### config.mk
export PLATFORM = sky130hd
export DESIGN_NAME = ahb_lite_manager
export DESIGN_NICKNAME = d
export VERILOG_FILES = /design/src/rtl/ahb_lite_manager.sv
export SDC_FILE = /design/constraint.sdc
export NUM_CORES = 1
export LEC_CHECK = 0
export ABC_AREA = 0
export BUFFER_PORTS_ARGS = -buffer_cell sky130_fd_sc_hd__buf_2
export CELL_PAD_IN_SITES_DETAIL_PLACEMENT = 0
export CELL_PAD_IN_SITES_GLOBAL_PLACEMENT = 1
export CORE_ASPECT_RATIO = 0.9
export CORE_MARGIN = 2
export CORE_UTILIZATION = 42
export DETAILED_ROUTE_END_ITERATION = 8
export PLACE_DENSITY = 0.87
export REMOVE_ABC_BUFFERS = 1
export SYNTH_ARGS = -nofsm -noshare
export SYNTH_HDL_FRONTEND = slang
export SYNTH_SLANG_ARGS = --single-unit
### constraint.sdc
create_clock -name HCLK -period 6 [get_ports HCLK]
set_input_delay 0.9 -clock HCLK [delete_from_list [all_inputs] [get_ports HCLK]]
set_output_delay 0.9 -clock HCLK [all_outputs]
set_load 0.05 [all_outputs]
### src/rtl/ahb_lite_manager.sv
// AHB-Lite single-transfer manager: one command in flight, SINGLE bursts,
// registered bus outputs, local alignment reject and wait-state timeout.
module ahb_lite_manager #(
  parameter int ADDR_WIDTH     = 32,
  parameter int DATA_WIDTH     = 32,
  parameter int TIMEOUT_CYCLES = 16
) (
  input  logic                  HCLK,
  input  logic                  HRESETn,
  input  logic                  cmd_valid,
  output logic                  cmd_ready,
  input  logic                  cmd_write,
  input  logic [ADDR_WIDTH-1:0] cmd_addr,
  input  logic [2:0]            cmd_size,
  input  logic [DATA_WIDTH-1:0] cmd_wdata,
  output logic                  rsp_valid,
  output logic [DATA_WIDTH-1:0] rsp_rdata,
  output logic                  rsp_error,
  output logic                  rsp_timeout,
  output logic [ADDR_WIDTH-1:0] HADDR,
  output logic [1:0]            HTRANS,
  output logic                  HWRITE,
  output logic [2:0]            HSIZE,
  output logic [2:0]            HBURST,
  output logic [DATA_WIDTH-1:0] HWDATA,
  input  logic [DATA_WIDTH-1:0] HRDATA,
  input  logic                  HREADY,
  input  logic [1:0]            HRESP
);

  localparam int MAX_SIZE = $clog2(DATA_WIDTH / 8);
  localparam logic [1:0] T_IDLE   = 2'b00;
  localparam logic [1:0] T_NONSEQ = 2'b10;

  typedef enum logic [1:0] {
    S_IDLE,
    S_ADDR,
    S_DATA
  } state_e;

  state_e                state_q, state_d;
  logic [ADDR_WIDTH-1:0] haddr_q, haddr_d;
  logic [1:0]            htrans_q, htrans_d;
  logic                  hwrite_q, hwrite_d;
  logic [2:0]            hsize_q, hsize_d;
  logic [DATA_WIDTH-1:0] hwdata_q, hwdata_d;
  logic [DATA_WIDTH-1:0] wdata_q, wdata_d;
  logic                  rvalid_q, rvalid_d;
  logic [DATA_WIDTH-1:0] rdata_q, rdata_d;
  logic                  rerr_q, rerr_d;
  logic                  rto_q, rto_d;
  logic [7:0]            wait_q, wait_d;

  logic                  size_bad;
  logic                  misalign;
  logic                  reject;
  logic [ADDR_WIDTH-1:0] amask;
  logic [7:0]            wait_inc;
  logic                  to_hit;
  logic                  unused_hresp;

  assign unused_hresp = HRESP[1];

  assign amask    = ~({ADDR_WIDTH{1'b1}} << cmd_size);
  assign size_bad = cmd_size > 3'(MAX_SIZE);
  assign misalign = |(cmd_addr & amask);
  assign reject   = size_bad | misalign;
  assign wait_inc = wait_q + 8'd1;
  assign to_hit   = wait_inc == 8'(TIMEOUT_CYCLES);

  always_comb begin
    state_d  = state_q;
    haddr_d  = haddr_q;
    htrans_d = htrans_q;
    hwrite_d = hwrite_q;
    hsize_d  = hsize_q;
    hwdata_d = hwdata_q;
    wdata_d  = wdata_q;
    rvalid_d = 1'b0;
    rdata_d  = rdata_q;
    rerr_d   = rerr_q;
    rto_d    = rto_q;
    wait_d   = wait_q;
    unique case (state_q)
      S_IDLE: begin
        if (cmd_valid) begin
          if (reject) begin
            rvalid_d = 1'b1;
            rerr_d   = 1'b1;
            rto_d    = 1'b0;
            rdata_d  = '0;
          end else begin
            state_d  = S_ADDR;
            haddr_d  = cmd_addr;
            hwrite_d = cmd_write;
            hsize_d  = cmd_size;
            htrans_d = T_NONSEQ;
            wdata_d  = cmd_wdata;
            wait_d   = '0;
          end
        end
      end
      S_ADDR, S_DATA: begin
        if (HREADY) begin
          htrans_d = T_IDLE;
          if (state_q == S_ADDR) begin
            state_d = S_DATA;
            if (hwrite_q) hwdata_d = wdata_q;
          end else begin
            state_d  = S_IDLE;
            rvalid_d = 1'b1;
            rerr_d   = HRESP[0];
            rto_d    = 1'b0;
            rdata_d  = hwrite_q ? '0 : HRDATA;
          end
        end else if (to_hit) begin
          // Subordinate stalled too long: give up and report
          state_d  = S_IDLE;
          htrans_d = T_IDLE;
          rvalid_d = 1'b1;
          rerr_d   = 1'b1;
          rto_d    = 1'b1;
          rdata_d  = '0;
          wait_d   = wait_inc;
        end else begin
          wait_d = wait_inc;
        end
      end
      default: state_d = S_IDLE;
    endcase
  end

  always_ff @(posedge HCLK or negedge HRESETn) begin
    if (!HRESETn) begin
      state_q  <= S_IDLE;
      haddr_q  <= '0;
      htrans_q <= T_IDLE;
      hwrite_q <= 1'b0;
      hsize_q  <= '0;
      hwdata_q <= '0;
      wdata_q  <= '0;
      rvalid_q <= 1'b0;
      rdata_q  <= '0;
      rerr_q   <= 1'b0;
      rto_q    <= 1'b0;
      wait_q   <= '0;
    end else begin
      state_q  <= state_d;
      haddr_q  <= haddr_d;
      htrans_q <= htrans_d;
      hwrite_q <= hwrite_d;
      hsize_q  <= hsize_d;
      hwdata_q <= hwdata_d;
      wdata_q  <= wdata_d;
      rvalid_q <= rvalid_d;
      rdata_q  <= rdata_d;
      rerr_q   <= rerr_d;
      rto_q    <= rto_d;
      wait_q   <= wait_d;
    end
  end

  assign cmd_ready   = state_q == S_IDLE;
  assign rsp_valid   = rvalid_q;
  assign rsp_rdata   = rdata_q;
  assign rsp_error   = rerr_q;
  assign rsp_timeout = rto_q;
  assign HADDR       = haddr_q;
  assign HTRANS      = htrans_q;
  assign HWRITE      = hwrite_q;
  assign HSIZE       = hsize_q;
  assign HBURST      = 3'b000;
  assign HWDATA      = hwdata_q;

endmodule
==> impl_metrics.toml <==
[critical_path]
crit_chain = "inv_1 > ha_1 > clkinv_1 > or3_1 > nor2_2 > buf_16 > a22o_1"
cp_top_family = "simple AND/OR/NAND/NOR gates"
startpoint_type = "flop"
startpoint = "state_q[0]"
rr_startpoint = "state_q[0]"
critPathSlowestCell = "or3_1"
reg2reg_slack_ns = 3.40
end_kind = "flop"
cp_slowest_stage_delay_ns = 0.49
critPathBufInv = 3
crit_fanout = 26
arrival_ns = 2.94
critPathKind = "flop to flop"
crit_required_ns = 6.35

[floorplanning]
num_rows = 40
dieArea_sq_um = 14620
ios = 215
initial_core_util_pct = 42.96
die_height_um = 114.9
core-area_sq_um = 13360
die_w_um = 127.2

[min_path]
worstHoldStart = "wdata_q[12]"
hold_class = "flop to flop"

[placement]
routabilityCongestion = 0.7341
io_buffers = 209
dp_hpwl_um = 8682

[clocking]
cts_root_buffer = "clkbuf_16"
post_cts_buffers = 0
clockBufferDepth = 2
clock-sinks = 146
cts_tree = "yes"
cts_buffers = 17
clock_latency_ns = 0.41
postCtsHoldBufs = 0
cts_resized = 0
htree_levels = 4
path_clk_slew_ns = 0.06

[sta]
fmax_mhz = 385.1
setup_viol = 0
hold_slack_ns = 0.4823
rsz0062_at_grt = "no"
skew_ns = 0.006865
drv_slew = 0
fin_setup_tns_ns = 0
worst_pin_slew_ns = 0.8763
slew_headroom_pct = 41.58
fin_crit_sh_pct = 43.27
hold_viol = 0
period_needed_ns = 2.596

[synthesis]
synth_top_cell_by_area = "dfrtp_1"
synth-seq-cells = 146
synth.avg_cell_area_sq_um = 15.07
synth_top_area_share_pct = 63.64
syn-cell-area_sq_um = 5741
synth-edff-count = 0
synthCells = 381
yosysSeqAreaShare_pct = 63.64
synthFlopType = "dfrtp_1"
yosys_warnings = 0
synth.area.top_cells = "dfrtp_1 64%, mux2_2 18%, a22o_1 4.7%, mux2_1 1.2%, ha_1 1.1%"
synth.distinct_cells = 41
async_reset_ff_share_pct = 100.0

[global_routing]
antenna_found_initial = 0
grt_pass1_vias = 4080
grt_overflow = 0
grt_pass1_wl_um = 20010
grt_max_degree = 100
grt_usage_pct = 17.63

[power_and_ir_drop]
ir_drop_uv = 351.2
powerDensity_nw_per_um2 = 664.3
leakagePower_nw = 3.781
p_comb_share_pct = 46.5
clkPwrFrac_pct = 20.3
power_switching_mw = 2.283
swShare_pct = 45.74
pwr-share-seq_pct = 33.1
power.internal_mw = 2.709

[routing]
wl_per_cell_um = 15.97
highest_layer = "met4"
met1_length_um = 5526
antenna_left = 0
drt-total-wl_um = 12400
drc = 0
vias = 3931
viasPerCell = 5.066
wl_met2_um = 5653
dr.pass1.iters = 4
drt_iter0_drc = 179
route.met3.wl_um = 1063

[layout]
layout.nets = 706
num_antenna_cells = 0
area_growth_pct = 30.93
drive_above_1_share_pct = 57.40

[status]
outcome = "completed"

[run]
maxCapViolCount = 0
cell usage after synthesis (2+ instances only):
cell type / count
a22o_2: 3
buf_4: 7
ha_1: 5
clkbuf_1: 2
inv_1: 7
buf_1: 2
mux2_1: 6
buf_2: 7
nand2b_1: 3
buf_6: 3
nor2_1: 11
a22o_1: 31
o31ai_1: 5
nor2b_1: 2
nand2_1: 7
o41ai_1: 2
mux2_2: 94
dfrtp_1: 146
o22ai_1: 2
nand3_1: 2
o21ai_0: 7
a31oi_1: 3
a21oi_1: 5
and4b_1: 2
final timing paths:
check,to,depth (start not counted)
max,rsp_rdata[29],7
min,wdata_q[12],1
max reg2reg,rsp_rdata[29],7
min reg2reg,wdata_q[12],1
max in group asynchronous,HWDATA[10],2
min in group asynchronous,HWDATA[13],1
power by group through the flow:
| stage | registers, mW | clock network, mW | logic [mW] |
|---|---|---|---|
| 4_1_cts | 1.66 | 1.04 | 2.34 |
| 3_5_place_dp | 1.67 | 0 | 2.34 |
| 3_3_place_gp | 1.64 | 0 | 2.30 |
| 2_1_floorplan | 2.78 | 0 | 0.633 |
| 6_report | 1.65 | 1.02 | 2.32 |
| 5_1_grt | 1.72 | 1.09 | 2.45 |
layout make-up:
cell class | count | area [sq um]
multi-input cells | 209 | 1944
repair buffers | 213 | 1102
flip-flops and latches | 146 | 3654
clock inverters | 14 | 136.4
well taps | 168 | 210.2
fillers | 1087 | 5847
inverters | 8 | 30.03
clock buffers | 18 | 439.2
flip-flops by register name, indices dropped and copies added (netlist names), 2 cells and up:
signal,count
HADDR,32
HWDATA,32
rsp_rdata,32
wdata_q,32
wait_q,8
HSIZE,3
state_q,2
metal layers:
metal  track usage (%)  vias up
met1             23.28     1912
met2             26.81      185
met5                 0        -
li1                  -     1816
met3             6.608       18
met4             6.667        0
logic make-up after synthesis:
kind of cell | after synthesis | share of synthesized area [%]
DFF | 146 | 63.64
muxes | 100 | 19.62
AOI/OAI and AO/OA | 65 | 9.111
and+or+nand+nor | 35 | 3.575
buffers and inverters | 29 | 2.899
adders and majority gates | 5 | 1.090
other | 1 | 0.06533
placed cells by master, fill, tap and decap left out, types with 2 or more instances in the layout:
| cell | n |
|---|---|
| buf_2 | 208 |
| dfrtp_1 | 146 |
| mux2_2 | 94 |
| a22o_1 | 31 |
| clkbuf_16 | 17 |
| nor2_1 | 11 |
| inv_1 | 7 |
| nand2_1 | 7 |
| o21ai_0 | 7 |
| clkinv_2 | 7 |
| mux2_1 | 6 |
| a21oi_1 | 5 |
| o31ai_1 | 5 |
| ha_1 | 5 |
| conb_1 | 4 |
| nand2b_1 | 3 |
| a31oi_1 | 3 |
| a22o_2 | 3 |
| buf_4 | 3 |
| nor2b_1 | 2 |
| and4b_1 | 2 |
| o22ai_1 | 2 |
| o41ai_1 | 2 |
| bufinv_16 | 2 |
| clkinvlp_4 | 2 |
| inv_6 | 2 |
through the flow:
step / worst slack (ns) / cells / utilization (%) / area, sq um / power (mW)
after floorplan: 1.702 / 363 / - / 5615 / 3.412
after global placement: 2.994 / 743 / 51.73 / 6913 / 3.939
after detailed placement: 2.842 / 743 / 51.73 / 6913 / 4.005
after CTS: 2.840 / 775 / 56.04 / 7488 / 5.044
after global routing: 3.188 / 776 / 56.25 / 7516 / 5.259
final: 3.404 / 776 / 56.25 / 7516 / 4.993
Note: power is estimated with default switching activity, not from simulation.
